## src/rtl/divider_reconfig_ctrl.sv

```systemverilog
// Sequences a run-time PLL feedback divider ratio change: freeze on div_clk fall, load N, settle, re-enable, await lock.
// Latency: enable drops 1 cycle after the detected fall, low SETTLE_CYCLES+1 cycles, done after LOCK_COUNT locked cycles.
// Backpressure: cfg_ready is low for the whole sequence; a requester must hold cfg_valid until it sees cfg_ready.
module divider_reconfig_ctrl #(
    parameter int N_SIZE        = 8,
    parameter int N_DEFAULT     = 8,
    parameter int SETTLE_CYCLES = 4,
    parameter int LOCK_COUNT    = 16,
    parameter int LOCK_TIMEOUT  = 1024,
    parameter int EDGE_TIMEOUT  = 512
) (
    input  logic              clk_in,
    input  logic              rst,
    input  logic              cfg_valid,
    input  logic [N_SIZE-1:0] cfg_n,
    output logic              cfg_ready,
    input  logic              div_clk,
    input  logic              lock,
    output logic [N_SIZE-1:0] div_n,
    output logic              div_enable,
    output logic              busy,
    output logic              done,
    output logic              err,
    output logic [1:0]        err_code
);

    // One shared timer serves the edge wait, the settle hold and the lock timeout.
    localparam int TMR_MAX0 = (EDGE_TIMEOUT > LOCK_TIMEOUT) ? EDGE_TIMEOUT : LOCK_TIMEOUT;
    localparam int TMR_MAX  = (TMR_MAX0 > SETTLE_CYCLES) ? TMR_MAX0 : SETTLE_CYCLES;
    localparam int TMR_W    = $clog2(TMR_MAX + 1);
    localparam int LCK_W    = $clog2(LOCK_COUNT + 1);

    typedef enum logic [2:0] {
        S_IDLE,
        S_WAIT_EDGE,
        S_FREEZE,
        S_SETTLE,
        S_LOCK_WAIT
    } state_t;

    state_t            state, state_nxt;
    logic              div_clk_q;
    logic [N_SIZE-1:0] pending_n, pending_n_nxt;
    logic [TMR_W-1:0]  tmr, tmr_nxt;
    logic [LCK_W-1:0]  lock_cnt, lock_cnt_nxt;
    logic [N_SIZE-1:0] div_n_nxt;
    logic              div_enable_nxt;
    logic              cfg_ready_nxt;
    logic              busy_nxt;
    logic              done_nxt;
    logic              err_nxt;
    logic [1:0]        err_code_nxt;
    logic              div_fall;

    assign div_fall = div_clk_q & ~div_clk;

    // State, timers and all registered outputs; reset aborts any sequence in flight.
    always_ff @(posedge clk_in) begin
        if (rst) begin
            state      <= S_IDLE;
            div_clk_q  <= 1'b0;
            pending_n  <= '0;
            tmr        <= '0;
            lock_cnt   <= '0;
            div_n      <= N_SIZE'(N_DEFAULT);
            div_enable <= 1'b1;
            cfg_ready  <= 1'b1;
            busy       <= 1'b0;
            done       <= 1'b0;
            err        <= 1'b0;
            err_code   <= 2'b00;
        end else begin
            state      <= state_nxt;
            div_clk_q  <= div_clk;
            pending_n  <= pending_n_nxt;
            tmr        <= tmr_nxt;
            lock_cnt   <= lock_cnt_nxt;
            div_n      <= div_n_nxt;
            div_enable <= div_enable_nxt;
            cfg_ready  <= cfg_ready_nxt;
            busy       <= busy_nxt;
            done       <= done_nxt;
            err        <= err_nxt;
            err_code   <= err_code_nxt;
        end
    end

    // Next-state and next-output decode; pulses default low, everything else holds.
    always_comb begin
        state_nxt      = state;
        pending_n_nxt  = pending_n;
        tmr_nxt        = tmr;
        lock_cnt_nxt   = lock_cnt;
        div_n_nxt      = div_n;
        div_enable_nxt = div_enable;
        cfg_ready_nxt  = cfg_ready;
        busy_nxt       = busy;
        done_nxt       = 1'b0;
        err_nxt        = 1'b0;
        err_code_nxt   = err_code;
        case (state)
            S_IDLE: begin
                if (cfg_valid && cfg_ready) begin
                    err_code_nxt = 2'b00;
                    if (cfg_n < N_SIZE'(2)) begin
                        // Ratios below 2 cannot be produced by the divider.
                        err_nxt      = 1'b1;
                        err_code_nxt = 2'b01;
                    end else begin
                        pending_n_nxt = cfg_n;
                        tmr_nxt       = '0;
                        cfg_ready_nxt = 1'b0;
                        busy_nxt      = 1'b1;
                        state_nxt     = S_WAIT_EDGE;
                    end
                end
            end
            S_WAIT_EDGE: begin
                // Freezing just after a fall keeps the divided clock from glitching;
                // if the divider never toggles, apply anyway after the timeout.
                if (div_fall || tmr == TMR_W'(EDGE_TIMEOUT - 1)) begin
                    div_enable_nxt = 1'b0;
                    tmr_nxt        = '0;
                    state_nxt      = S_FREEZE;
                end else begin
                    tmr_nxt = tmr + 1'b1;
                end
            end
            S_FREEZE: begin
                div_n_nxt = pending_n;
                tmr_nxt   = '0;
                state_nxt = S_SETTLE;
            end
            S_SETTLE: begin
                if (tmr == TMR_W'(SETTLE_CYCLES - 1)) begin
                    div_enable_nxt = 1'b1;
                    tmr_nxt        = '0;
                    lock_cnt_nxt   = '0;
                    state_nxt      = S_LOCK_WAIT;
                end else begin
                    tmr_nxt = tmr + 1'b1;
                end
            end
            S_LOCK_WAIT: begin
                lock_cnt_nxt = lock ? lock_cnt + 1'b1 : '0;
                // Lock success wins over a timeout landing on the same cycle.
                if (lock && lock_cnt == LCK_W'(LOCK_COUNT - 1)) begin
                    done_nxt      = 1'b1;
                    cfg_ready_nxt = 1'b1;
                    busy_nxt      = 1'b0;
                    state_nxt     = S_IDLE;
                end else if (tmr == TMR_W'(LOCK_TIMEOUT - 1)) begin
                    err_nxt       = 1'b1;
                    err_code_nxt  = 2'b10;
                    cfg_ready_nxt = 1'b1;
                    busy_nxt      = 1'b0;
                    state_nxt     = S_IDLE;
                end else begin
                    tmr_nxt = tmr + 1'b1;
                end
            end
            default: begin
                state_nxt = S_IDLE;
            end
        endcase
    end

endmodule

```

## config.mk

```make
export PLATFORM = sky130hd
export DESIGN_NAME = divider_reconfig_ctrl
export DESIGN_NICKNAME = d
export VERILOG_FILES = /design/src/rtl/divider_reconfig_ctrl.sv
export SDC_FILE = /design/constraint.sdc
export NUM_CORES = 1
export LEC_CHECK = 0
export CORE_MARGIN = 2
export CORE_UTILIZATION = 33
export DETAILED_ROUTE_END_ITERATION = 10
export PLACE_DENSITY = 0.49
export SLEW_MARGIN = 20
export SYNTH_ARGS = -nofsm -noshare
export SYNTH_HDL_FRONTEND = slang
export SYNTH_SLANG_ARGS = --single-unit
```

## constraint.sdc

```tcl
create_clock -name clk_in -period 2.4 [get_ports clk_in]
set_input_delay 0.48 -clock clk_in [delete_from_list [all_inputs] [get_ports clk_in]]
set_output_delay 0.48 -clock clk_in [all_outputs]
set_load 0.05 [all_outputs]
```

== Word-level counts from Yosys, hierarchy flattened ==
Cells that the tools add are included.
Cells by class
  $add $sub $neg: 2
  bitwise gates (word level): 4
  mux-type cells: 41
  $lt $le $gt $ge: 1
  reduce and logical (&&, ||, !) cells: 16
  equality and inequality tests: 16
Operators with widths (number)
  two-way mux 11 bit: 6
  case mux 11 bit (5 select lines): 1
  two-way mux 3 bit: 6
  two-way mux 1 bit: 16
  case mux 3 bit (5 select lines): 1
  inequality test 2 bit, second input constant: 7
  adder 11 x 1 -> 11 bit, second input constant: 1
  == test 11 x 10 -> 1 bit, second input constant: 1
  == test 11 x 2 -> 1 bit, second input constant: 1
  == test 11 x 9 -> 1 bit, second input constant: 1
  two-way mux 5 bit: 2
  case mux 5 bit (2 select lines): 1
  AND reduction 5 bit: 2
  less-than comparator 8 x 2 -> 1 bit, second input constant: 1
  case mux 1 bit (2 select lines): 4
  AND reduction 4 bit: 2
  == test 3 x 2 -> 1 bit, second input constant: 2
  two-way mux 2 bit: 3
  AND reduction 3 bit: 2
  nonzero test 2 bit: 3
  adder 5 x 1 -> 5 bit, second input constant: 1
  == test 5 x 4 -> 1 bit, second input constant: 1
  nonzero test 5 bit: 1
  case mux 2 bit (2 select lines): 1
  10 further kinds: 13
Word-level totals
  bits of input ports: 13
  output and inout bits: 15
  register bits after elaboration: 43
  logic and storage cells: 92

== Longest topological paths before layout ==
  depth after elaboration: 5
  mapped depth: 9
  mapped depth without buffers: 8

== Least setup slack after synthesis ==
OpenSTA, ideal clock, no wires.
  path type: reg2reg
  start point: register lock_cnt[0]
  end point: register tmr[10]
  setup time: 0.070 ns
  cell stages (with the launch flop): 9
  path buffers: 0
  clock period less this slack: 2.050 ns
  arrival: 1.980 ns
  data required time: 2.330 ns
  slack: 0.350 ns
  cell sequence: dfxtp_1 > ha_1 > and3_1 > ha_1 > nand2_1 > o31ai_4 > o21a_4 > or4_1 > a21oi_1
On the way
  longest elaborated chain between the ends: 4
RTL lines
  start: declaration: RTL line 45  | logic [LCK_W-1:0] lock_cnt, lock_cnt_nxt;
  start signal: assignment: RTL line 77  | lock_cnt <= lock_cnt_nxt;
  == test 5 x 4 -> 1 bit: RTL line 147  | if (lock && lock_cnt == LCK_W'(LOCK_COUNT - 1)) begin
  logical AND 1 bit: RTL line 147
  inequality test 2 bit (no line)
  AND reduction 5 bit (no line)
  end signal: assignment: RTL line 76  | tmr <= tmr_nxt;
  end: declaration: RTL line 44  | logic [TMR_W-1:0] tmr, tmr_nxt;
No other way between the ends.
A chain may end at the register's enable or synchronous reset.

== Final worst setup path ==
Ends and elaborated chain as after synthesis.

==> results_dict.tcl <==
set metrics [dict create \
    status "complete, no violations" \
    synth_top_area_share_pct 42.9 \
    synth_edf_count 0 \
    finalHoldViolations 0 \
    critPathMostFrequentCell "ha_1" \
    multi_input_area_mm2 0.00108 \
    crit_chain "ha_1 > and3_1 > ha_1 > nand2_1 > o31ai_4 > o21a_4 > or4_1 > a21oi_1" \
    grt_pass1_wl_um 7960 \
    cts.sinks 43 \
    fin_crit_sh_pct 91.1 \
    root_buffer "clkbuf_8" \
    dr.pass1.iters 4 \
    crit_fanout 18 \
    synthToLayoutAreaGrowth_pct 25.7 \
    setup_viol 0 \
    max_slew.worst_pin.slew_ns 0.567 \
    endpoint_kind "flip-flop" \
    synth_seq_cells 43 \
    numCtsBuffers 5 \
    vias_per_cell 5.23 \
    fmax_mhz 457 \
    n_fill_cell 601 \
    synthDistinctLibCells 46 \
    synth-seq-area-share_pct 42.9 \
    h-tree-depth 2 \
    cts_tree "built" \
    portBuffers 27 \
    initial_core_util_pct 34.1 \
    syn_area_mm2 0.00200 \
    rows 28 \
    maxSlewViolCount 0 \
    grt_pass1_vias 1634 \
    track_usage_pct 15.5 \
    synthCells 235 \
    seq_area_um2 861 \
    final_cell_area_mm2 0.00252 \
    ioPinCount 28 \
    place_congestion 0.779 \
    hpwl_um 3440 \
    maxCapViolCount 0 \
    overflow 0 \
    slowest_delay_ns 0.52 \
    postCtsSetupRepairBufs 0 \
    grt_start_max_net_pins 26 \
    cp_slowest_cell "or4_1" \
    dominantRegCellSynth "dfxtp_1" \
    syn_nets 251 \
    hold_path.class "reg2reg" \
    place_area_mm2 0.00243 \
    cts_hold_buf 0 \
    wl_um 4940 \
    fin_ws_ns 0.212 \
    yosysWarnings 0 \
    die_x_um 81.9 \
    die-height_um 81.9 \
    synth.most_common_cell "dfxtp_1" \
    leakage_nw 0.853 \
    avgSynthCellArea_um2 8.53 \
    ys_top_cells_by_count "dfxtp_1 (43), a21oi_1 (30), nand2_1 (30)" \
    dieArea_mm2 0.00671 \
    skew_ns 0.00319 \
    antenna_found_initial 0 \
    core_mm2 0.00589 \
    drc 0 \
    async_flop_share_pct 0 \
    pwr_density_cell_mw_per_mm2 581 \
    ant_nets 0 \
    path_class "reg2reg" \
    drive_gt1_share_pct 11.7 \
    clk_path_buf_depth 2 \
    crit_arrival_ns 2.42 \
    place_ws_ns -0.0515 \
    fin_hold_ws_ns 0.455 \
    ir_drop_mv 0.243 \
    yosys-top-cells-area "dfxtp_1 (43%), a21oi_1 (7.5%), nand2_1 (5.6%)" \
    antenna_cells 0 \
    setup-tns-final_ns 0 \
    start_kind "flip-flop" \
    cts_resized 0 \
    fin_util_pct 42.8 \
    vias 1819 \
    fin_nets 288 \
    clock_latency_ns 0.30 \
    timing.final.crit_period_ns 2.19 \
    drt_iter0_markers 108 \
    synth_top_cell_by_area "dfxtp_1" \
    cts.reportedPaths.clkPinSlew_ns 0.09 \
    post_drt_wl_per_cell_um 14.2 \
    critical_path_required_ns 2.63 \
    slew-limit-headroom_pct 62.2 \
    rsz0062_at_grt "false" \
]
==> power breakdown <==
| part | leakage (nW) | total (mW) | switching [mW] | internal, mW |
|---|---|---|---|---|
| combinational | 0.463 | 0.215 | 0.116 | 0.0993 |
| sequential | 0.349 | 0.759 | 0.0221 | 0.737 |
| clock | 0.0408 | 0.488 | 0.280 | 0.208 |
| total | 0.853 | 1.46 | 0.418 | 1.04 |
==> per-layer routing <==
| layer | up-vias | routed length [um] | track usage [%] |
|---|---|---|---|
| li1 | 936 | - | - |
| met1 | 852 | 2700 | 24.1 |
| met2 | 25 | 2050 | 20.7 |
| met3 | 6 | 137 | 3.74 |
| met4 | 0 | 56 | 4.50 |
| met5 | - | 0 | 0 |
==> logic make-up (layout without fill, tap and decap cells) <==
group / Yosys count / count (layout) / share of synthesized area [%]
simple gates: 107 / 107 / 27.9
buf+inv: 12 / 50 / 3.18
flops: 43 / 43 / 42.9
mux: 7 / 7 / 3.50
xor+xnor: 1 / 1 / 0.437
compound gates: 62 / 62 / 20.2
fa+ha+maj: 3 / 3 / 1.87
==> layout make-up <==
type	count	share of cell area, %
multi-input cells	180	42.9
flip-flops and latches	43	34.2
repair buffers	41	15.4
well taps	75	3.73
clock buffers	5	2.73
clock inverters	3	0.944
inverters	1	0.149
==> state kept, by name, indices dropped and copies added, names as in the netlist <==
register,count
done,1
div_n,8
busy,1
lock_cnt,5
cfg_ready,1
state,3
err,1
div_enable,1
err_code,2
tmr,11
div_clk_q,1
pending_n,8
==> cells in the final DEF (no fill, tap or decap), types with 3 or more instances in the layout <==
| master | instances |
|---|---|
| mux2i_1 | 7 |
| nand2_1 | 30 |
| or4_1 | 9 |
| nand4_1 | 5 |
| a21oi_1 | 30 |
| nor2_1 | 23 |
| ha_1 | 3 |
| clkdlybuf4s50_1 | 27 |
| and3_1 | 4 |
| clkbuf_8 | 5 |
| buf_4 | 13 |
| o21ai_0 | 7 |
| or3_1 | 5 |
| nor3_1 | 5 |
| a31oi_1 | 3 |
| dfxtp_1 | 43 |
| o31ai_1 | 8 |
| nand3_1 | 7 |
==> worst max-delay path, delay by kind of cell, from the launching register on <==
| kind | cells | cell delay, ns |
|---|---|---|
| compound gates | 3 | 0.54 |
| fa+ha+maj | 2 | 0.40 |
| simple gates | 3 | 0.82 |
| flops | 1 | 0.35 |
==> worst paths after layout <==
check | from | endpoint | slack (ns) | depth (start not counted)
worst min-delay path | pending_n[0] | div_n[0] | 0.45 | 2
worst max-delay path | lock_cnt[0] | tmr[10] | 0.21 | 8
worst max register to register | lock_cnt[0] | tmr[10] | 0.21 | 8
worst min register to register | pending_n[0] | div_n[0] | 0.45 | 2
==> stage by stage <==
step | cells | power, mW
2_1_floorplan | 235 | 0.904
3_3_place_gp | 340 | 0.993
3_5_place_dp | 340 | 0.990
4_1_cts | 348 | 1.48
5_1_grt | 348 | 1.53
6_report | 348 | 1.46
Power figures use the tool's default switching activity.
